==> config.mk <==
export PLATFORM = sky130hd
export DESIGN_NAME = e1_rx_mf_buf
export DESIGN_NICKNAME = d
export VERILOG_FILES = /design/src/rtl/e1_rx_mf_buf.sv
export SDC_FILE = /design/constraint.sdc
export NUM_CORES = 1
export LEC_CHECK = 0
export CORE_ASPECT_RATIO = 1.25
export CORE_MARGIN = 2
export CORE_UTILIZATION = 51
export CTS_CLUSTER_DIAMETER = 30
export DETAILED_ROUTE_END_ITERATION = 12
export PLACE_DENSITY = 0.83
export SYNTH_ARGS = -nofsm -noshare
export SYNTH_HDL_FRONTEND = slang
export SYNTH_SLANG_ARGS = --single-unit
==> constraint.sdc <==
create_clock -name clk -period 5.9 [get_ports clk]
set_clock_uncertainty 0.15 [all_clocks]
set_input_delay 0.59 -clock clk [delete_from_list [all_inputs] [get_ports clk]]
set_output_delay 0.59 -clock clk [all_outputs]
set_load 0.1 [all_outputs]
==> src/rtl/e1_rx_mf_buf.sv <==
// E1 receive multiframe buffer: writes timeslot bytes into a ring of multiframe
// slots in external RAM and tracks completed multiframes for a downstream reader.
module e1_rx_mf_buf #(
  parameter int unsigned MFW        = 7,
  parameter int unsigned SLOTS_LOG2 = 2
) (
  input  logic                  clk,
  input  logic                  rst,
  input  logic [7:0]            buf_rx_data,
  input  logic [4:0]            buf_rx_ts,
  input  logic [3:0]            buf_rx_frame,
  input  logic [MFW-1:0]        buf_rx_mf,
  input  logic                  buf_rx_we,
  output logic                  buf_rx_rdy,
  output logic [SLOTS_LOG2+8:0] mem_addr,
  output logic [7:0]            mem_wdata,
  output logic                  mem_we,
  output logic [SLOTS_LOG2:0]   mf_avail,
  output logic [SLOTS_LOG2-1:0] mf_rd_slot,
  output logic [MFW-1:0]        mf_rd_num,
  input  logic                  mf_release,
  output logic                  err_ovf,
  output logic                  err_sync,
  input  logic                  err_clr
);

  localparam int unsigned SLOTS = 1 << SLOTS_LOG2;
  localparam int unsigned ADDRW = SLOTS_LOG2 + 9;
  localparam int unsigned CNTW  = SLOTS_LOG2 + 1;

  localparam logic [CNTW-1:0]       CNT_FULL = CNTW'(SLOTS);
  localparam logic [CNTW-1:0]       CNT_ONE  = CNTW'(1);
  localparam logic [SLOTS_LOG2-1:0] PTR_ONE  = SLOTS_LOG2'(1);

  typedef enum logic [0:0] {
    S_IDLE = 1'b0,
    S_FILL = 1'b1
  } state_t;

  state_t                r_state;
  state_t                w_state_nxt;
  logic [SLOTS_LOG2-1:0] r_wr_ptr;
  logic [SLOTS_LOG2-1:0] r_rd_ptr;
  logic [CNTW-1:0]       r_count;
  logic [CNTW-1:0]       w_count_nxt;
  logic [MFW-1:0]        r_desc [SLOTS];
  logic [ADDRW-1:0]      r_mem_addr;
  logic [7:0]            r_mem_wdata;
  logic                  r_mem_we;
  logic                  r_rdy;
  logic                  r_err_ovf;
  logic                  r_err_sync;

  logic w_full;
  logic w_is_first;
  logic w_is_last;
  logic w_wr;
  logic w_capture;
  logic w_complete;
  logic w_ovf_set;
  logic w_sync_set;
  logic w_release;

  assign w_full     = (r_count == CNT_FULL);
  assign w_is_first = (buf_rx_frame == 4'd0)  && (buf_rx_ts == 5'd0);
  assign w_is_last  = (buf_rx_frame == 4'd15) && (buf_rx_ts == 5'd31);
  assign w_release  = mf_release && (r_count != '0);

  // State register
  always_ff @(posedge clk) begin
    if (rst) begin
      r_state <= S_IDLE;
    end else begin
      r_state <= w_state_nxt;
    end
  end

  // Next state and per-write actions
  always_comb begin
    w_state_nxt = r_state;
    w_wr        = 1'b0;
    w_capture   = 1'b0;
    w_complete  = 1'b0;
    w_ovf_set   = 1'b0;
    w_sync_set  = 1'b0;
    case (r_state)
      S_IDLE: begin
        if (buf_rx_we) begin
          if (w_full) begin
            w_ovf_set = 1'b1;
          end else if (w_is_first) begin
            w_wr        = 1'b1;
            w_capture   = 1'b1;
            w_state_nxt = S_FILL;
          end
        end
      end
      S_FILL: begin
        if (buf_rx_we) begin
          w_wr = 1'b1;
          if (w_is_first) begin
            w_capture  = 1'b1;
            w_sync_set = 1'b1;
          end else if (w_is_last) begin
            w_complete  = 1'b1;
            w_state_nxt = S_IDLE;
          end
        end
      end
      default: w_state_nxt = S_IDLE;
    endcase
  end

  // Completion and release in the same cycle cancel in the count
  always_comb begin
    w_count_nxt = r_count;
    if (w_complete && !w_release) begin
      w_count_nxt = r_count + CNT_ONE;
    end else if (!w_complete && w_release) begin
      w_count_nxt = r_count - CNT_ONE;
    end
  end

  always_ff @(posedge clk) begin
    if (rst) begin
      r_wr_ptr    <= '0;
      r_rd_ptr    <= '0;
      r_count     <= '0;
      r_mem_addr  <= '0;
      r_mem_wdata <= '0;
      r_mem_we    <= 1'b0;
      r_rdy       <= 1'b1;
      r_err_ovf   <= 1'b0;
      r_err_sync  <= 1'b0;
    end else begin
      r_mem_we <= w_wr;
      if (w_wr) begin
        r_mem_addr  <= {r_wr_ptr, buf_rx_frame, buf_rx_ts};
        r_mem_wdata <= buf_rx_data;
      end
      if (w_complete) begin
        r_wr_ptr <= r_wr_ptr + PTR_ONE;
      end
      if (w_release) begin
        r_rd_ptr <= r_rd_ptr + PTR_ONE;
      end
      r_count    <= w_count_nxt;
      r_rdy      <= (w_count_nxt != CNT_FULL);
      r_err_ovf  <= w_ovf_set  || (r_err_ovf  && !err_clr);
      r_err_sync <= w_sync_set || (r_err_sync && !err_clr);
    end
  end

  // Descriptor storage carries no reset; only written slots are ever read
  always_ff @(posedge clk) begin
    if (w_capture && !rst) begin
      r_desc[r_wr_ptr] <= buf_rx_mf;
    end
  end

  assign buf_rx_rdy = r_rdy;
  assign mem_addr   = r_mem_addr;
  assign mem_wdata  = r_mem_wdata;
  assign mem_we     = r_mem_we;
  assign mf_avail   = r_count;
  assign mf_rd_slot = r_rd_ptr;
  assign mf_rd_num  = r_desc[r_rd_ptr];
  assign err_ovf    = r_err_ovf;
  assign err_sync   = r_err_sync;

endmodule

Word-level counts from Yosys, hierarchy flattened
Memories as Yosys holds them, arrays and structs flattened. A register that Yosys moved wholly into a read port is not among the register bits.
Cells that the tools add are included.
- add/subtract/negate cells: 4
- eq/ne operators: 4
- multiplexer cells: 25
- bitwise gates (word level): 1
- reductions and logical operators: 17
- operators with widths (operator ; number):
    $mux W1 ; 18
    $logic_and A1 B1 Y1 ; 8
    $mux W3 ; 2
    $pmux W1 S2 ; 3
    $eq A5 B5 Y1 const B ; 1
    $logic_not A5 Y1 ; 1
    $add A2 B1 Y2 const B ; 2
    $eq A4 B4 Y1 const B ; 1
    $logic_not A1 Y1 ; 4
    $logic_not A4 Y1 ; 1
    $mux W2 ; 2
    $add A3 B1 Y3 const B ; 1
    $eq A3 B3 Y1 const B ; 1
    $ne A3 B3 Y1 const B ; 1
    $reduce_bool A3 Y1 ; 1
    $sub A3 B1 Y3 const B ; 1
    $logic_or A1 B1 Y1 ; 2
    $not A1 Y1 ; 1
- bits in registers: 31
- RAM bits: 28
- input port bits: 29
- output and inout bits: 35
- logic and storage cells: 62
- memories: 1
- memories (name ; depth ; bits a word ; read ports ; clocked after Yosys merged registers in ; write ports ; RTL line ; RTL):
    r_desc ; 4 ; 7 ; 1 ; 1 ; 1 ; 46 ; logic [MFW-1:0] r_desc [SLOTS];

Logic depth before layout (Yosys ltp)
- word-level depth: 11
- gate-level depth with buffers: 7
- depth with buffers taken out: 7

Least setup slack after synthesis
OpenSTA, ideal clock, no wires.
- path kind: reg-to-reg
- start point: register r_count[0], in the netlist mf_avail[0]
- end point: memory r_desc[0][0], enable pin
- library setup time: 0.326 ns
- arrival time: 2.131 ns
- required time: 5.424 ns
- setup slack: 3.294 ns
- stages on the path, launching flop included: 7
- path buffers: 0
- clock period less this slack: 2.606 ns
- cell sequence: dfxtp_1 inv_1 ha_1 nand2_1 nor2_1 nor3b_1 and2_1
- cells in the longest elaborated chain, start to end: 7
- ends and longest elaborated chain (item ; RTL line ; RTL):
    start: declaration ; 44 ; logic [CNTW-1:0] r_count;
    start signal: assignment ; 147 ; r_count <= w_count_nxt;
    $eq A3 B3 Y1 ; 64 ; assign w_full = (r_count == CNT_FULL);
    $mux W1 ; 89 ; if (w_full) begin
    $mux W1 ; 88 ; if (buf_rx_we) begin
    $pmux W1 S2 ; 86 ; case (r_state)
    $logic_and A1 B1 Y1 ; 156 ; if (w_capture && !rst) begin
    $mux W1 ; 156 ;
    $mux W1 (not written as such) ; 157 ; r_desc[r_wr_ptr] <= buf_rx_mf;
    end: declaration ; 46 ;
No other way between the ends.

==> results.md <==
Outcome:
- The flow ran to the end, and the final reports show no timing, DRC or antenna violations.

Route:
- The detailed router placed 1,537 vias in this run.
- The number of nets with antenna violations after routing is 0.
- The total DRC errors in the routed layout is 0.
- In the final routed layout, each cell accounts on average for 14.4 µm.
- The wire length after detailed routing is around 4.4 mm.
- The initial DRC count is 39.
- The count of TritonRoute iterations in the first routing pass is 4.
- In the routed layout, each cell is associated on average with a via count of approximately 5.

Global route:
- The initial antenna violation count is 0.
- The met1 usage is roughly a fifth.
- Global routing consumed, over all layers together, 18.5% of the routing resources.
- The maximum number of pins on one net before global-route repair is 34.
- The number of global-route vias before repair came to about 1,600.
- The global routing usage on met3 is 8.59%.
- The global-route wire length before repair is roughly 7.3 mm.
- The global routing usage on met2 is 31.2%.
- The layer carrying the most global-route usage is met2.
- Summed over all layers, the global routing overflow is 0.

Timing:
- Setup repair after global routing left no endpoint under its margin.
- Setup violations remaining at the end of the flow were counted as 0.
- The achievable clock frequency is 314 MHz.
- The minimum clock period after layout is 3.19 ns.
- The final number of hold-violating endpoints is 0.
- The summed negative setup slack over all endpoints is 0 ns.
- The headroom to the max-slew limit is 32.7%.
- In the finished design, the share of the clock period the worst path needs comes to between 50% and 60%.
- The actual transition at the worst max-transition pin is 1.01 ns.
- The count of final max-slew check failures is 0.
- In the post-route analysis, the smallest setup slack over all paths is 2.71 ns.

Synth:
- The share of flip-flops with an asynchronous set or reset after synthesis is 0%.
- The top cell type by area accounts for 34.9% of the synthesized area.
- In this run the cell area of the synthesized design comes to 2410 µm².
- The sequential-to-total area share from yosys stat is 62.4%.
- The commonest cells after synthesis are sky130_fd_sc_hd__dfxtp_1, sky130_fd_sc_hd__nor2_1, sky130_fd_sc_hd__edfxtp_1, sky130_fd_sc_hd__mux2i_1.
- The number of register bits inferred by synthesis is 61.
- Yosys mapped the design onto 31 distinct sky130hd cell types.
- The number of nets in the synthesized netlist is 211.
- The dominant cell by count in the synthesized netlist is sky130_fd_sc_hd__dfxtp_1.
- The dominant cell type by area after synthesis is sky130_fd_sc_hd__edfxtp_1.
- The number of enable flip-flop cells after synthesis is 28.
- The count of mapped cells out of synthesis is 175.
- The Yosys step of the flow raised 0 warnings.
- A synthesized cell averages around 14 µm².
- For this run, the leading register cell type out of synthesis is sky130_fd_sc_hd__dfxtp_1.
- Ranked by total cell area, the synthesized netlist is headed by sky130_fd_sc_hd__edfxtp_1, sky130_fd_sc_hd__dfxtp_1, sky130_fd_sc_hd__mux2i_1, sky130_fd_sc_hd__mux4_2, sky130_fd_sc_hd__nor2_1.

Min path:
- The path category of the worst min-delay check is flip-flop to flip-flop.

CTS:
- The number of instances resized during post-cts repair is 0.
- The total setup buffers inserted after CTS is 0.
- The number of buffers added by the clock tree synthesis step is 9.
- The clock net sink count is 61.
- Clock-pin slew was measured on the worst setup and hold paths at 0.06 ns.
- The later pin in the worst-skew pair is clocked with a latency of about 0.33 ns.
- The number of H-tree branching levels is 3.
- The TritonCTS clock tree is yes.
- The number of hold buffers added after CTS was 0.
- The largest buffer count on any clock path is 2.
- The cell at the root of the clock tree is sky130_fd_sc_hd__clkbuf_8.

Floorplanning:
- The row count is 27.
- 64 I/O pins were placed.
- The total die area is 5290 µm².
- The floorplan die width is 65.4 µm.
- The placeable core region is ~4500 µm².
- The initial core utilization is 54.0%.
- The die is 80.8 µm tall.

Placed design:
- The HPWL after detailed placement is 3.17 mm.
- The final weighted congestion in routability-driven placement is about 0.76.
- The placement-stage worst setup slack is 3.02 ns.
- The cell area after placement is 3100 µm².
- The count of buffers added on input and output ports is 63.
- The placed instance count is 290.

Pwr:
- For this design the static power due to leakage is between 0.001 and 0.0015 µW.
- Of the total power, the clock network draws 33.3%.
- Cell internal power was estimated by the tool at 855 µW.
- The switching power as a share of total power is around 33%.
- The proportion of power drawn by flip-flops and latches is ~38%.
- The worst ir drop on vdd is 0.260 mV.
- For this design the ratio of total power to cell area is 384 nW/µm².
- Summed over all nets, the switching power comes to 422 µW.
- The power share of the combinational group is 29.1%.

Finish:
- After the last flow step, the layout net total stands at 279.
- The final-layout fill cell count is 285.
- The number of antenna diodes is 0.
- The utilization after layout is 74.6%.
- The final design instance area without fill is between 3000 and 4000 µm².
- The growth of design area from synthesis to finish is 38.3%.
- The finished layout holds 306 standard cells, fillers aside.
- Of the cells placed in the final design, the portion with a size suffix greater than 1 is 11.3%.

Critical path:
- The worst setup path is of the flip-flop to output pin kind.
- STA classifies the critical path endpoint as an output pin.
- For the worst setup path, the data required time is 5.16 ns.
- At the worst endpoint, the arrival time is around 2.5 ns.
- The largest fanout on the critical path is 7.
- The worst setup path is launched from a flip-flop.

Flow run:
- Across the run, the number of max-cap violations was 0.
-- worst paths after layout --
check / end / start / cells after the start / slack (ns)
setup reg to reg: r_desc[0][0] / mf_avail[0] / 6 / 3.73
hold / removal: mem_addr[0] / mem_addr[0] / 2 / 0.31
setup / recovery: mf_rd_num[0] / flip-flop / 2 / 2.71
hold reg to reg: mem_addr[0] / mem_addr[0] / 2 / 0.31
-- logic make-up after synthesis --
group	Yosys count	share of synthesized area (%)
flops	61	62.4
compound gates	10	4.52
simple gates	52	10.7
buf+inv	13	2.13
xor+xnor	6	2.18
fa+ha+maj	7	3.64
mux	26	14.5
-- final cells by class --
type	instances	area (µm²)	area share (%)
sequential	61	1500	45.1
multi-input combinational	101	858	25.8
timing repair buffer	65	646	19.4
clock buffer	11	131	3.95
clock inverter	5	98.8	2.97
tap	58	72.6	2.18
inverter	5	18.8	0.564
-- flip-flops by register name, summed over array words and instances (netlist names), named ones only --
register,cells
buf_rx_rdy,1
err_ovf,1
err_sync,1
mem_addr,11
mem_wdata,8
mem_we,1
mf_avail,3
mf_rd_slot,2
r_desc,28
r_state,1
r_wr_ptr,2
-- worst max-delay path, cell delays in order, from the launching register on --
cell,delay [ns]
sky130_fd_sc_hd__dfxtp_1,0.59
sky130_fd_sc_hd__mux4_2,0.56
sky130_fd_sc_hd__clkdlybuf4s50_1,0.98
-- through the flow --
step,power [µW],hold WS [ns]
2_1_floorplan,774,0.380
3_3_place_gp,857,0.294
3_5_place_dp,861,0.304
4_1_cts,1290,0.311
5_1_grt,1320,0.341
6_report,1280,0.306
-- routing by layer --
| metal | part of all wire [%] | vias up | wire length (µm) |
|---|---|---|---|
| met4 | 1.7 | 0 | 75 |
| met3 | 7.2 | 10 | 319 |
| met5 | 0 | - | 0 |
| met1 | 39 | 716 | 1730 |
| li1 | - | 763 | - |
| met2 | 52 | 48 | 2300 |
-- power groups by stage --
stage	clock network [µW]	registers, µW	logic [µW]
floorplan	0	577	197
global placement	0	489	368
detailed placement	0	490	371
CTS	433	481	374
global route	452	485	388
finish	425	481	371
-- cell usage in the layout, fill, tap and decap left out, types with 2 or more instances in the layout --
cell | Yosys | final
sky130_fd_sc_hd__xnor2_1 | 4 | 4
sky130_fd_sc_hd__mux2i_1 | 19 | 19
sky130_fd_sc_hd__mux4_2 | 7 | 7
sky130_fd_sc_hd__nor4_1 | 2 | 2
sky130_fd_sc_hd__nor2b_1 | 2 | 2
sky130_fd_sc_hd__inv_1 | 5 | 5
sky130_fd_sc_hd__clkbuf_1 | 5 | 2
sky130_fd_sc_hd__dfxtp_1 | 33 | 33
sky130_fd_sc_hd__bufinv_16 | 0 | 3
sky130_fd_sc_hd__ha_1 | 7 | 7
sky130_fd_sc_hd__a21oi_1 | 4 | 4
sky130_fd_sc_hd__and2_1 | 5 | 5
sky130_fd_sc_hd__buf_4 | 0 | 2
sky130_fd_sc_hd__nor2_1 | 31 | 31
sky130_fd_sc_hd__nand4_1 | 2 | 2
sky130_fd_sc_hd__clkbuf_8 | 0 | 9
sky130_fd_sc_hd__clkdlybuf4s50_1 | 0 | 63
sky130_fd_sc_hd__xor2_1 | 2 | 2
sky130_fd_sc_hd__nand2_1 | 3 | 3
sky130_fd_sc_hd__edfxtp_1 | 28 | 28
Power figures use the tool's default switching activity.
